[src/rtl/hazard_pkg.sv]
// Shared types and constants for the pipeline hazard unit: tracker entry layout,
// stage numbering and the ready-stage normalisation helper.
package hazard_pkg;

  localparam int unsigned FWD_REGFILE = 0;

  // Wide enough for any ready-stage value up to 15 tracked stages.
  localparam int unsigned READY_W = 4;

  localparam logic [READY_W-1:0] STAGE_EX  = 4'd1;
  localparam logic [READY_W-1:0] STAGE_MEM = 4'd2;
  localparam logic [READY_W-1:0] STAGE_WB  = 4'd3;

  typedef struct packed {
    logic               valid;
    logic [4:0]         rd;
    logic [READY_W-1:0] ready_stage;
  } tracker_entry_t;

  // A ready stage of 0 means "available after EX"; anything past the last
  // tracked stage is treated as available at the last stage.
  function automatic logic [READY_W-1:0] clamp_ready(input logic [READY_W-1:0] rs,
                                                     input logic [READY_W-1:0] last_stage);
    if (rs == '0)
      return STAGE_EX;
    else if (rs > last_stage)
      return last_stage;
    else
      return rs;
  endfunction

endpackage

[src/rtl/hazard_port_lookup.sv]
// Youngest-producer search for one operand port: returns the forwarding stage
// and whether that producer's result is not yet available.
module hazard_port_lookup
  import hazard_pkg::*;
#(
  parameter int NUM_STAGES = 3,
  parameter int SEL_W      = $clog2(NUM_STAGES + 1)
) (
  input  tracker_entry_t   i_entries [1:NUM_STAGES],
  input  logic [4:0]       i_read_reg,
  output logic [SEL_W-1:0] o_sel,
  output logic             o_not_ready
);

  logic w_found;

  // NOTE: every output of a combinational block gets a default first, so no
  // path through the loop can leave it unassigned and infer a latch.
  always_comb begin
    o_sel       = SEL_W'(FWD_REGFILE);
    o_not_ready = 1'b0;
    w_found     = 1'b0;
    for (int s = 1; s <= NUM_STAGES; s++) begin
      if (!w_found && i_entries[s].valid && (i_entries[s].rd != 5'd0) &&
          (i_entries[s].rd == i_read_reg)) begin
        w_found     = 1'b1;
        o_sel       = SEL_W'(s);
        o_not_ready = (i_entries[s].ready_stage > READY_W'(s));
      end
    end
  end

endmodule

[src/rtl/pipeline_hazard_unit.sv]
// Tracks in-flight register writes after ID, selects operand bypass sources and
// raises load-use stalls. Optional stall counter: define PIPELINE_HAZARD_PERF_EN.
module pipeline_hazard_unit
  import hazard_pkg::*;
#(
  parameter int NUM_READ_PORTS = 2,
  parameter int NUM_STAGES     = 3,
  parameter int SEL_W          = $clog2(NUM_STAGES + 1)
) (
  input  logic                        clk,
  input  logic                        rst,
  input  logic                        i_hold,
  input  logic                        i_flush,
  input  logic                        i_issue_valid,
  input  logic                        i_issue_reg_write,
  input  logic [4:0]                  i_issue_rd,
  input  logic [SEL_W-1:0]            i_issue_ready_stage,
  input  logic [5*NUM_READ_PORTS-1:0] i_read_reg,
  input  logic [NUM_READ_PORTS-1:0]   i_read_used,
  output logic [SEL_W*NUM_READ_PORTS-1:0] o_fwd_sel,
  output logic                        o_stall
`ifdef PIPELINE_HAZARD_PERF_EN
  ,
  output logic [31:0]                 o_stall_cycles
`endif
);

  tracker_entry_t                r_stage [1:NUM_STAGES];
  tracker_entry_t                w_new_entry;
  logic [NUM_READ_PORTS-1:0]     w_not_ready;
  logic                          w_issue_tracked;

  for (genvar p = 0; p < NUM_READ_PORTS; p++) begin : g_port
    hazard_port_lookup #(
      .NUM_STAGES (NUM_STAGES),
      .SEL_W      (SEL_W)
    ) u_lookup (
      .i_entries   (r_stage),
      .i_read_reg  (i_read_reg[5*p +: 5]),
      .o_sel       (o_fwd_sel[SEL_W*p +: SEL_W]),
      .o_not_ready (w_not_ready[p])
    );
  end

  // Unused ports may still report a select, but never hold up ID.
  assign o_stall = i_issue_valid && !i_flush && |(i_read_used & w_not_ready);

  assign w_issue_tracked = i_issue_valid && i_issue_reg_write && (i_issue_rd != 5'd0) &&
                           !o_stall && !i_flush;

  always_comb begin
    w_new_entry             = '0;
    w_new_entry.valid       = w_issue_tracked;
    w_new_entry.rd          = i_issue_rd;
    w_new_entry.ready_stage = clamp_ready(READY_W'(i_issue_ready_stage), READY_W'(NUM_STAGES));
  end

  // NOTE: the tracker is a small register array, not a RAM, so the whole thing
  // is cleared on reset; a stale valid bit would create a phantom dependency.
  // NOTE: state uses non-blocking assignments so every stage shifts from the
  // pre-edge value of its neighbour, regardless of loop order.
  always_ff @(posedge clk) begin
    if (rst) begin
      for (int s = 1; s <= NUM_STAGES; s++) r_stage[s] <= '0;
    end else if (!i_hold) begin
      for (int s = NUM_STAGES; s >= 2; s--) r_stage[s] <= r_stage[s-1];
      r_stage[1] <= w_new_entry;
    end
  end

`ifdef PIPELINE_HAZARD_PERF_EN
  logic [31:0] r_stall_cycles;

  always_ff @(posedge clk) begin
    if (rst)
      r_stall_cycles <= '0;
    else if (o_stall && !i_hold && (r_stall_cycles != 32'hFFFF_FFFF))
      r_stall_cycles <= r_stall_cycles + 32'd1;
  end

  assign o_stall_cycles = r_stall_cycles;
`endif

endmodule

[config.mk]
export PLATFORM = sky130hd
export DESIGN_NAME = pipeline_hazard_unit
export DESIGN_NICKNAME = d
export VERILOG_FILES = /design/src/rtl/hazard_pkg.sv /design/src/rtl/hazard_port_lookup.sv /design/src/rtl/pipeline_hazard_unit.sv
export SDC_FILE = /design/constraint.sdc
export NUM_CORES = 1
export LEC_CHECK = 0
export ABC_AREA = 0
export ABC_CLOCK_PERIOD_IN_PS = 2900
export CAP_MARGIN = 20
export CORE_AREA = 5 5 63 65
export DETAILED_ROUTE_END_ITERATION = 10
export DIE_AREA = 0 0 68 70
export HOLD_SLACK_MARGIN = 0.12
export PLACE_DENSITY = 0.77
export SYNTH_ARGS = -nofsm -noshare
export SYNTH_HDL_FRONTEND = slang
export SYNTH_HIERARCHICAL = 1
export SYNTH_SLANG_ARGS = --single-unit
[constraint.sdc]
create_clock -name clk -period 2.9 [get_ports clk]
set_clock_uncertainty 0.15 [all_clocks]
set_input_delay 0.725 -clock clk [delete_from_list [all_inputs] [get_ports clk]]
set_output_delay 0.725 -clock clk [all_outputs]
set_load 0.01 [all_outputs]
==> results of run 1 <==
[metal layers]
layer	wire, um	vias to the layer above
met2	2160	58
met1	2050	709
met3	279	7
met5	0	-
met4	90	0
li1	-	774
[stage by stage]
step	power [W]	setup slack [ns]	util	instance area (sq um)
4_1_cts	0.000683	-0.162	0.681	2240
5_1_grt	0.000728	-0.181	0.702	2300
2_1_floorplan	0.000428	0.0110	-	1570
6_report	0.000694	-0.0995	0.702	2300
3_3_place_gp	0.000503	-0.986	0.647	2120
3_5_place_dp	0.000506	-1.04	0.647	2120
[power by group through the flow]
stage	Sequential, W	Combinational, W	Clock (W)
final	0.000331	0.000189	0.000173
after global routing	0.000334	0.000205	0.000189
after CTS	0.000331	0.000176	0.000176
after detailed placement	0.000337	0.000169	0
after global placement	0.000337	0.000166	0
after floorplan	0.000334	0.0000935	0
[area by class of cell]
| cell class | instances | share of cell area |
|---|---|---|
| sequential | 22 | 0.197 |
| inverter | 1 | 0.00163 |
| multi-input combinational | 153 | 0.492 |
| timing repair buffer | 73 | 0.269 |
| clock buffer | 4 | 0.0157 |
| tap | 46 | 0.0250 |
[worst paths after layout]
check | to | slack [ns]
worst min register to register | r_stage[20]$_SDFFE_PP0N_ | 0.33
worst max register to register | r_stage[29]$_SDFFE_PP0N_ | 0.88
worst min-delay path | r_stage[20]$_SDFFE_PP0N_ | 0.33
worst max-delay path | o_stall | -0.1
[cell usage in the layout, fill, tap and decap left out, types with 3 or more instances in the layout]
cell type / n
nand2_1: 13
nor2_1: 26
conb_1: 12
xor2_1: 12
buf_6: 6
nor4_1: 4
nor2_2: 3
dfxtp_1: 16
buf_2: 7
clkbuf_4: 3
nor3_1: 7
buf_4: 41
o21ai_1: 4
mux2i_1: 22
a21oi_1: 7
clkdlybuf4s50_1: 14
xnor2_1: 4
buf_8: 3
dfxtp_2: 4
xnor2_2: 6
[worst reg2reg max path, stage by stage (launching register included)]
cell and delay [ns]:
dfxtp_2 0.39, nor4_2 0.31, o21ai_1 0.12, and4bb_2 0.24
a41oi_2 0.16, mux2i_1 0.12, a22oi_2 0.20, o211ai_1 0.12
a21oi_1 0.15
[repair_timing]
action                     CTS  global route
pin swaps                   19            19
buffers inserted             7             4
setup endpoints to repair    5             5
gates resized for setup     78            25
==> run summary, run 1 <==
Reg-to-Reg Start: r_stage[15]$_SDFFE_PP0N_
Worst hold path depth: 2
CTS tree: done
Sequential power share: 0.478
Largest net degree at the start of global routing: 23
PD cells: 301 nW/um^2
Slowest CP cell: and4bb_2
Post-layout minimum cycle time: 3.00 ns
Initial drt markers: 106
Top reg by flops: r_stage
Reg area: 453 sq um
Clk pwr share: 0.250
Required time of the critical path: 2.03 ns
Synth Area per Inst: 8.81 sq um
Final layout net count: 279
Pre-antenna DRT Iters: 4
Global-route wire length before repair: 7420 um
Clock buffer depth: 2
Hold path start: r_stage[20]$_SDFFE_PP0N_
Avg WL per Cell: 15.3 um
Htree depth: 1
Final Max Slew Viols: 0
Endpoint class of the critical path: primary output
Via count: 1548
Final Hold Slack: 0.333 ns
Die X: 68 um
Sink Count: 22
Ports: 30
Detailed-route wire length: 4580 um
Number of port buffers: 29
Hold WC Path Type: reg -> reg
Max VDD drop: 207 uV
Initial core utilization: 0.467
Failing checks: setup timing
Setup CP Type: in -> out
# fillers: 245
Psw: 0.000197 W
Most frequent CP cell: buf_2
Core Area: 3280 sq um
Inserted Clock Buffers: 3
Endpoints failing hold: 0
Top Registers: r_stage (22)
Multi-input gate area: 1130 sq um
Avg Vias per Cell: 5.18
Met2 Use GR: 0.320
Synth Instances: 174
Net Sw Frac: 0.283
Clock root buffer: clkbuf_4
FF-to-FF path depth: 8
Worst EP arrival: 2.12 ns
Die height: 70 um
Antenna violations before repair: 0
Placer Congestion: 1.01
Max Clock Freq: 0.333 GHz
Final Worst Setup Slack: -0.0995 ns
Finished Layout Cells: 299
Fin crit share: 1.03
Ratio of cells with drive above 1 in the final layout: 0.368
Largest register FFs: 22
Post-Syn Area: 1530 sq um
Met1 Use GR: 0.271
Worst-path fanout max: 2
Area Growth Syn to Fin: 50.4%
Die area: 4760 sq um
Final setup fails: 2
Met3 global-route usage: 0.0256
Row count: 21
Max stage delay on crit path: 0.25 ns
CP Launch Type: primary input
Clk pin slew, worst setup/hold paths: 0.12 ns
Number of diodes: 0
Inst Count DP: 286
Number of global-route vias before repair: 1532
Worst path bufs/invs: 2
Combinational share of power: 0.272
Gr busiest metal: met2
Critical path depth: 9
GR Util All Layers: 0.203
Cts hold-fix bufs: 0
CP top delay family: simple AND/OR/NAND/NOR gates
Max-Cap Viols: 0
Critical Path Source: i_read_reg[9]
Leak pwr: 1.00 nW
Internal power: 0.000497 W
Grt ovf: 0
Setup TNS: -0.119 ns
Crit-path cells: buf_2 > or2_1 > o21ai_1 > and4bb_2 > a41oi_2 > mux2i_1 > a22oi_2 > nor3b_2 > buf_2
Clk_lat worst skew: 0.32 ns
Post-route ant nets: 0
Status: finished with violations
Post-DP HPWL: 3310 um
Yosys warning total: 6
Unrepaired setup endpoints after global routing: true
Post-route DRC violation count: 0
Power figures use the tool's default switching activity.
==> inputs of run 2 (changes only) <==
CORE_AREA = 5 5 66 68   (was 5 5 63 65)
DIE_AREA = 0 0 71 73   (was 0 0 68 70)
PLACE_DENSITY = 0.71   (was 0.77)
==> run summary, run 2 (synthesis gave the netlist of run 1 again) <==
Status: finished with violations
Failing checks: setup timing
Setup CP Type: in -> out
Met1 Use GR: 0.214
Sink Count: 22
Detailed-route wire length: 4510 um
Max stage delay on crit path: 0.23 ns
Clock root buffer: clkbuf_8
Total power: 0.000735 W
Largest net degree at the start of global routing: 23
Inserted Clock Buffers: 3
GR Util All Layers: 0.175
Antenna violations before repair: 0
Initial drt markers: 92
Clk pin slew, worst setup/hold paths: 0.07 ns
Via count: 1554
Grt ovf: 0
Max Clock Freq: 0.340 GHz
Pre-antenna DRT Iters: 4
Slowest CP cell: mux2i_1
PD cells: 313 nW/um^2
Post-route DRC violation count: 0
Number of diodes: 0
Htree depth: 1
Ratio of cells with drive above 1 in the final layout: 0.368
Required time of the critical path: 2.03 ns
Final layout net count: 279
Most frequent cells in the layout: buf_4, nor2_1, mux2i_1
Initial core utilization: 0.403
Clock buffer depth: 2
Setup TNS: -0.0620 ns
Leak pwr: 1.02 nW
CP Launch Type: primary input
Final Worst Setup Slack: -0.0429 ns
Final Max Slew Viols: 0
Die area: 5180 sq um
Post-route ant nets: 0
Die height: 73 um
Max VDD drop: 171 uV
Met2 Use GR: 0.291
Post-layout minimum cycle time: 2.94 ns
Largest register FFs: 22
Worst-path fanout max: 3
Die X: 71 um
Avg Vias per Cell: 5.13
Core Area: 3800 sq um
Avg WL per Cell: 14.9 um
Top reg by flops: r_stage
Worst path bufs/invs: 2
Final setup fails: 2
Number of port buffers: 29
Post-DP HPWL: 3220 um
Crit-path cells: buf_2 > xor2_1 > nor3_1 > nand3_1 > nor2_2 > mux2i_1 > a22oi_2 > nor3b_2 > buf_2
Fin crit share: 1.01
Gr busiest metal: met2
Worst EP arrival: 2.07 ns
Endpoints failing hold: 0
CTS tree: done
CP top delay family: simple AND/OR/NAND/NOR gates
Most frequent CP cell: buf_2
Commonest non-fill, non-tap cell in the layout: buf_4
Met3 global-route usage: 0.0303
Global-route wire length before repair: 7200 um
Hold WC Path Type: reg -> reg
Number of global-route vias before repair: 1512
Util after Layout: 0.618
Ports: 30
Top Registers: r_stage (22)
Placer Congestion: 0.942
Unrepaired setup endpoints after global routing: true
Max-Cap Viols: 0
Endpoint class of the critical path: primary output
Row count: 23
Clk_lat worst skew: 0.25 ns
Area Growth Syn to Fin: 53.2%
==> run 2: cell count changes in the layout (fill, tap and decap cells not counted), sizes merged <==
cell	before	now
buf	58	57
clkdlybuf4s15	0	2
clkbuf	5	4
==> run 2: timing repair <==
action,4_1_cts,5_1_grt
pin swaps,26,19
hold buffers,0,0
setup buffers,8,2
resized for setup,75,18
endpoints found under the setup margin,5,5
==> run 2: report_power, final <==
| part | switching [W] | internal [W] | total [W] |
|---|---|---|---|
| logic | 0.0000824 | 0.000107 | 0.000189 |
| clock network | 0.0000928 | 0.000121 | 0.000214 |
| registers | 0.0000186 | 0.000313 | 0.000332 |
==> run 2: stage by stage <==
| step | instances | hold WS [ns] | area [sq um] | setup WS [ns] |
|---|---|---|---|---|
| floorplan | 185 | 0.286 | 1570 | 0.0110 |
| global placement | 289 | 0.309 | 2120 | -0.989 |
| detailed placement | 289 | 0.314 | 2120 | -0.986 |
| CTS | 301 | 0.326 | 2260 | -0.130 |
| global route | 303 | 0.355 | 2350 | -0.184 |
| finish | 303 | 0.325 | 2350 | -0.0429 |
==> run 2: final cells by class <==
type,instances,area (sq um)
multi-input cells,153,1160
repair buffers,73,621
clock buffers,4,55.1
fillers,332,1450
inverters,1,3.75
flip-flops and latches,22,442
well taps,50,62.6
==> run 2: path summary, 6_finish.rpt <==
check,from,end,slack (ns),depth (start not counted)
max,i_read_reg[5],o_stall,-0.04,9
min,r_stage[20]$_SDFFE_PP0N_,r_stage[20]$_SDFFE_PP0N_,0.33,2
max reg2reg,r_stage[15]$_SDFFE_PP0N_,r_stage[29]$_SDFFE_PP0N_,0.73,9
min reg2reg,r_stage[20]$_SDFFE_PP0N_,r_stage[20]$_SDFFE_PP0N_,0.33,2
==> run 2: layer usage <==
metal | routed length, um | part of all wire
met5 | 0 | 0
met1 | 1990 | 0.44
met3 | 234 | 0.052
met4 | 142 | 0.031
met2 | 2140 | 0.47
==> run 2: tightest hold or removal path, delay by kind of cell (launching register included) <==
| kind | cells | cell delay, ns |
|---|---|---|
| flip-flops | 1 | 0.32 |
| AO/OA/AOI/OAI | 1 | 0.06 |
| buffers and inverters | 1 | 0.05 |
